[src/rtl/stopwatch_print_gen_pkg.sv]
// Shared constants, FSM encoding and digit record for the stopwatch print generator.
// The message is a fixed 10-byte ASCII line "HH:MM:SS\r\n".
package stopwatch_print_gen_pkg;

  localparam int MSG_LEN = 10;
  localparam int IDX_W   = 4;
  localparam logic [IDX_W-1:0] LAST_IDX = IDX_W'(MSG_LEN - 1);

  localparam logic [7:0] ASCII_0     = 8'h30;
  localparam logic [7:0] ASCII_COLON = 8'h3A;
  localparam logic [7:0] ASCII_CR    = 8'h0D;
  localparam logic [7:0] ASCII_LF    = 8'h0A;

  typedef enum logic [1:0] {
    ST_IDLE  = 2'd0,
    ST_LATCH = 2'd1,
    ST_SEND  = 2'd2,
    ST_FIN   = 2'd3
  } state_t;

  // Snapshot digits held for the duration of one message
  typedef struct packed {
    logic [3:0] h1;
    logic [3:0] h0;
    logic [3:0] m1;
    logic [3:0] m0;
    logic [3:0] s1;
    logic [3:0] s0;
  } digits_t;

  function automatic logic [7:0] digit_to_ascii(input logic [3:0] d);
    return ASCII_0 + {4'h0, d};
  endfunction

endpackage

[src/rtl/stopwatch_print_gen_bin2bcd.sv]
// Two-digit binary to BCD conversion for values 0..63 using a compare chain.
// Values above 59 are converted as-is (63 -> tens 6, ones 3).
module bin2bcd_2dig
  import stopwatch_print_gen_pkg::*;
(
  input  logic [5:0] bin,
  output logic [3:0] tens,
  output logic [3:0] ones
);

  logic [5:0] tens_x10;

  always_comb begin
    tens     = 4'd0;
    tens_x10 = 6'd0;
    if (bin >= 6'd60) begin
      tens     = 4'd6;
      tens_x10 = 6'd60;
    end else if (bin >= 6'd50) begin
      tens     = 4'd5;
      tens_x10 = 6'd50;
    end else if (bin >= 6'd40) begin
      tens     = 4'd4;
      tens_x10 = 6'd40;
    end else if (bin >= 6'd30) begin
      tens     = 4'd3;
      tens_x10 = 6'd30;
    end else if (bin >= 6'd20) begin
      tens     = 4'd2;
      tens_x10 = 6'd20;
    end else if (bin >= 6'd10) begin
      tens     = 4'd1;
      tens_x10 = 6'd10;
    end
    ones = 4'(bin - tens_x10);
  end

endmodule

[src/rtl/stopwatch_print_gen.sv]
// Formats an hour/min/sec snapshot as "HH:MM:SS\r\n" and streams it into a TX FIFO.
// Prints on a start pulse or, in auto mode, on every change of the seconds value.
module stopwatch_print_gen
  import stopwatch_print_gen_pkg::*;
#(
  parameter logic [7:0] CHAR_SEP = ASCII_COLON
)
(
  input  logic       clk,
  input  logic       reset,
  input  logic       start,
  input  logic       auto_en,
  input  logic [5:0] data_sec,
  input  logic [5:0] data_min,
  input  logic [4:0] data_hour,
  input  logic       fifo_full,
  output logic [7:0] fifo_wdata,
  output logic       fifo_push,
  output logic       busy,
  output logic       done
);

  state_t           state_q, state_d;
  logic [IDX_W-1:0] idx_q, idx_d;
  logic             pending_q, pending_d;
  logic [5:0]       last_sec_q, last_sec_d;
  digits_t          digits_q, digits_d;
  digits_t          conv;
  logic             trig;

  bin2bcd_2dig u_hour (.bin({1'b0, data_hour}), .tens(conv.h1), .ones(conv.h0));
  bin2bcd_2dig u_min  (.bin(data_min),          .tens(conv.m1), .ones(conv.m0));
  bin2bcd_2dig u_sec  (.bin(data_sec),          .tens(conv.s1), .ones(conv.s0));

  assign trig = start | (auto_en & (data_sec != last_sec_q));

  always_ff @(posedge clk or posedge reset) begin
    if (reset) begin
      state_q    <= ST_IDLE;
      idx_q      <= '0;
      pending_q  <= 1'b0;
      last_sec_q <= '0;
      digits_q   <= '0;
    end else begin
      state_q    <= state_d;
      idx_q      <= idx_d;
      pending_q  <= pending_d;
      last_sec_q <= last_sec_d;
      digits_q   <= digits_d;
    end
  end

  // A trigger seen while a message is in flight is folded into one pending print
  always_comb begin
    state_d    = state_q;
    idx_d      = idx_q;
    pending_d  = pending_q;
    last_sec_d = data_sec;
    digits_d   = digits_q;
    fifo_push  = 1'b0;
    busy       = 1'b0;
    done       = 1'b0;
    case (state_q)
      ST_IDLE: begin
        if (trig || pending_q) begin
          state_d   = ST_LATCH;
          pending_d = 1'b0;
        end
      end
      ST_LATCH: begin
        busy     = 1'b1;
        digits_d = conv;
        idx_d    = '0;
        state_d  = ST_SEND;
        if (trig) pending_d = 1'b1;
      end
      ST_SEND: begin
        busy      = 1'b1;
        fifo_push = ~fifo_full;
        if (trig) pending_d = 1'b1;
        if (!fifo_full) begin
          idx_d = idx_q + 1'b1;
          if (idx_q == LAST_IDX) state_d = ST_FIN;
        end
      end
      ST_FIN: begin
        done    = 1'b1;
        state_d = ST_IDLE;
        if (trig) pending_d = 1'b1;
      end
      default: state_d = ST_IDLE;
    endcase
  end

  always_comb begin
    fifo_wdata = 8'h00;
    if (state_q == ST_SEND) begin
      case (idx_q)
        4'd0:    fifo_wdata = digit_to_ascii(digits_q.h1);
        4'd1:    fifo_wdata = digit_to_ascii(digits_q.h0);
        4'd2:    fifo_wdata = CHAR_SEP;
        4'd3:    fifo_wdata = digit_to_ascii(digits_q.m1);
        4'd4:    fifo_wdata = digit_to_ascii(digits_q.m0);
        4'd5:    fifo_wdata = CHAR_SEP;
        4'd6:    fifo_wdata = digit_to_ascii(digits_q.s1);
        4'd7:    fifo_wdata = digit_to_ascii(digits_q.s0);
        4'd8:    fifo_wdata = ASCII_CR;
        4'd9:    fifo_wdata = ASCII_LF;
        default: fifo_wdata = 8'h00;
      endcase
    end
  end

endmodule
[config.mk]
export PLATFORM = sky130hd
export DESIGN_NAME = stopwatch_print_gen
export DESIGN_NICKNAME = d
export VERILOG_FILES = /design/src/rtl/stopwatch_print_gen_pkg.sv /design/src/rtl/stopwatch_print_gen_bin2bcd.sv /design/src/rtl/stopwatch_print_gen.sv
export SDC_FILE = /design/constraint.sdc
export NUM_CORES = 1
export LEC_CHECK = 0
export BUFFER_PORTS_ARGS = -buffer_cell sky130_fd_sc_hd__buf_2
export CAP_MARGIN = 20
export CORE_ASPECT_RATIO = 0.7
export CORE_MARGIN = 2
export CORE_UTILIZATION = 59
export DETAILED_ROUTE_END_ITERATION = 6
export PLACE_DENSITY_LB_ADDON = 0.2
export SLEW_MARGIN = 20
export SYNTH_ARGS = -nofsm -noshare
export SYNTH_HDL_FRONTEND = slang
export SYNTH_HIERARCHICAL = 1
export SYNTH_SLANG_ARGS = --single-unit
[constraint.sdc]
create_clock -name clk -period 2.2 [get_ports clk]
set_input_delay 0.22 -clock clk [delete_from_list [all_inputs] [get_ports clk]]
set_output_delay 0.22 -clock clk [all_outputs]
set_load 0.05 [all_outputs]
==> results.cfg <==
[power]
pwr-share-clk = 0.180
power_frac_comb = 0.511
p_int_w = 0.00233
leakage_nw = 1.55
peakVddDrop_mv = 0.900
power_density_nw_per_um2 = 1160
switching_share = 0.402
power_frac_seq = 0.309
p_sw_w = 0.00156

[floorplan]
chipHeight_um = 60.1
io_pins = 33
die-area_um2 = 5050
fp.dieW_um = 84.1
start_util = 0.612
rows = 20
coreArea_um2 = 4330

[routing]
vias_per_cell = 5.58
dr.pass1.iters = 4
vias = 2152
drc = 0
ant_nets = 0
wire_per_inst_um = 15.4
drtIter0Drc = 127
routed_wl_um = 5940

[synthesis]
synthCells = 272
ys_seq_elements = 37
async_flop_share = 1.00
ys_seq_area_frac = 0.349
ys_types = 51
syn_area_um2 = 2650
yosysWarnings = 6
synth_edf_count = 0
syn_area_per_cell_um2 = 9.74
synth_flop_cell = dfrtp_1

[final_layout]
final_cells = 386
syn2layout_area_growth_pct = 26.5
fill_cells = 276
utilization = 0.775
drive_gt1_frac = 0.429
layout.nets = 366
diodes = 0

[clock_network]
cts.sink_count = 37
cts_tree = built
clkSlewWorstSetupHoldPaths_ns = 0.08
numCtsBuffers = 5
htreeDepth = 2
clockBufferDepth = 2
clk_latency_ns = 0.30
clock-root-buffer = clkbuf_8

[flow_run]
cap_violations = 0

[critical_path]
slowest_stage = fa_2
crit_type = in2reg
worstPathRequired_ns = 2.38
cp_num_buf_inv = 2
slowest_delay_ns = 0.35
endpoint_kind = register
arrival_ns = 2.36
crit_chain = buf_4 -> mux2_4 -> o21ai_2 -> a22oi_2 -> ha_2 -> inv_2 -> fa_2 -> and3_4 -> a32o_1 -> a311o_1 -> mux2_4
cp_top_family = compound AO/OA/AOI/OAI gates
critPathMaxFanout = 5
path_common_cell = mux2_4
start_kind = primary input

[sta]
hold_viol_final = 0
hold_slack_ns = 0.0125
slew_viol_final = 0
rsz0062_at_grt = yes
min_period_ns = 2.18
fin_skew_ns = 0.0108
final.setup.worst_slack_ns = 0.0168
post-route-period-util = 0.992
finalSetupViolCount = 0
fmax_mhz = 458
tns_ns = 0

[global_routing]
grt_pass1_wl_um = 9380
grt_pass1_vias = 2041
grt_max_degree = 38
antenna_found_initial = 0
grt.total_usage = 0.239
grt-ovfl-total = 0

[run_status]
status = finished clean

[place]
portBuffers = 30
pre_cts_slack_ns = -0.296
hpwl_um = 4100
post-place-cells = 374
place_congestion = 0.834

[worst_hold_path]
hold_class = in2async
[through the flow]
step,instance area [um2],total power (W)
final,3350,0.00389
after global routing,3350,0.00410
after CTS,3220,0.00374
after detailed placement,3060,0.00300
after global placement,3060,0.00294
after floorplan,2770,0.00259
[logic make-up after synthesis]
| group | Yosys count | share of synthesized area |
|---|---|---|
| multiplexers | 30 | 0.127 |
| buffers and inverters | 53 | 0.0940 |
| other | 4 | 0.00566 |
| adder cells (fa/ha/maj) | 17 | 0.0859 |
| flip-flops | 37 | 0.349 |
| AO/OA/AOI/OAI | 69 | 0.177 |
| AND/OR/NAND/NOR | 51 | 0.122 |
| XOR/XNOR | 11 | 0.0392 |
[power by group through the flow]
stage               combinational, W  sequential (W)  clock, W
finish                       0.00199         0.00120  0.000701
global route                 0.00213         0.00123  0.000735
CTS                          0.00186         0.00118  0.000703
detailed placement           0.00181         0.00119         0
global placement             0.00177         0.00118         0
floorplan                    0.00149         0.00110         0
[cells in the final DEF, fill, tap and decap left out, drive strengths merged, types with 2 or more instances in the layout]
cell type,count
dfrtp,37
and4b,2
nand2,9
xnor2,8
bufinv,2
o21ai,20
a22o,5
nor4b,3
a311o,3
clkbuf,5
fa,3
mux2,29
nor3,3
inv,26
a21o,3
nor3b,4
buf,70
a21oi,14
a32o,3
ha,11
o31a,2
maj3,3
or3,3
nand4,2
nor2b,2
nor2,12
a22oi,6
xor2,3
and3,3
o21a,4
o311ai,3
nand3,3
conb,12
[path summary, 6_finish.rpt]
check,slack (ns),cells past startpoint,start,endpoint
setup reg to reg,0.48,7,idx_q[1]$_DFFE_PP0P_,state_q[1]$_DFFE_PP0P_
hold reg to reg,0.51,1,digits_q[12]$_DFFE_PP0P_,digits_q[12]$_DFFE_PP0P_
setup / recovery,0.02,11,data_sec[2],digits_q[3]$_DFFE_PP0P_
min in group clk,0.06,1,data_sec[0],last_sec_q[0]$_DFF_PP0_
hold / removal,0.01,3,reset,idx_q[0]$_DFFE_PP0P_
max in group asynchronous,1.85,3,reset,idx_q[1]$_DFFE_PP0P_
[final cells by class]
type,count,area (um2),share of cell area
clock buffers,5,68.8,0.0205
clock inverters,3,65.1,0.0194
inverters,26,103,0.0306
multi-input cells,190,1610,0.481
flip-flops and latches,37,930,0.277
well taps,55,68.8,0.0205
repair buffers,70,505,0.151
[per-layer routing]
layer / up-vias / global-route usage / wire length [um]
met2: 49 / 0.358 / 2620
met4: 0 / 0.0806 / 108
li1: 1056 / - / -
met1: 1033 / 0.346 / 2970
met3: 14 / 0.0497 / 250
met5: - / 0 / 0
[sequential cells by signal (all words and copies together) (netlist names)]
signal,flops
digits_q,24
idx_q,4
last_sec_q,6
state_q,2
pending_q,1
[Yosys cell counts, types with 2 or more instances]
cell	count	area, um2
a22o_1	5	43.8
maj3_1	3	30.0
nand3_1	3	15.0
ha_1	11	138
nor3b_2	3	37.5
o21ai_1	3	15.0
inv_1	23	86.3
nor2_1	12	45.0
mux2_2	28	315
nand2_1	9	33.8
dfrtp_1	37	926
or3_1	3	18.8
o21a_1	4	30.0
nand4_1	2	12.5
xnor2_1	7	61.3
nor3_1	3	15.0
a21o_1	3	22.5
a32o_1	3	30.0
nor2b_1	2	12.5
buf_4	9	67.6
a22oi_1	6	45.0
and3_1	3	18.8
o21ai_0	17	85.1
fa_1	3	60.1
a311o_1	3	30.0
nor4b_2	3	45.0
o311ai_0	3	26.3
a21oi_1	14	70.1
and4b_1	2	20.0
conb_1	4	15.0
xor2_1	3	26.3
inv_2	2	7.51
buf_2	13	65.1
o31a_1	2	17.5
clkbuf_1	5	18.8
[repair_timing]
item                                    in CTS  in global routing
hold buffers                                 0                  0
gates resized for setup                     12                 28
endpoints found under the setup margin       5                  7
pin swaps                                    1                 17
buffers inserted                             0                  4
hold endpoints to repair                     0                  0
[tightest hold or removal path, stage by stage]
cell and delay, ns:
buf_2 0.10, inv_1 0.04, buf_4 0.40
Note: power is estimated with default switching activity, not from simulation.
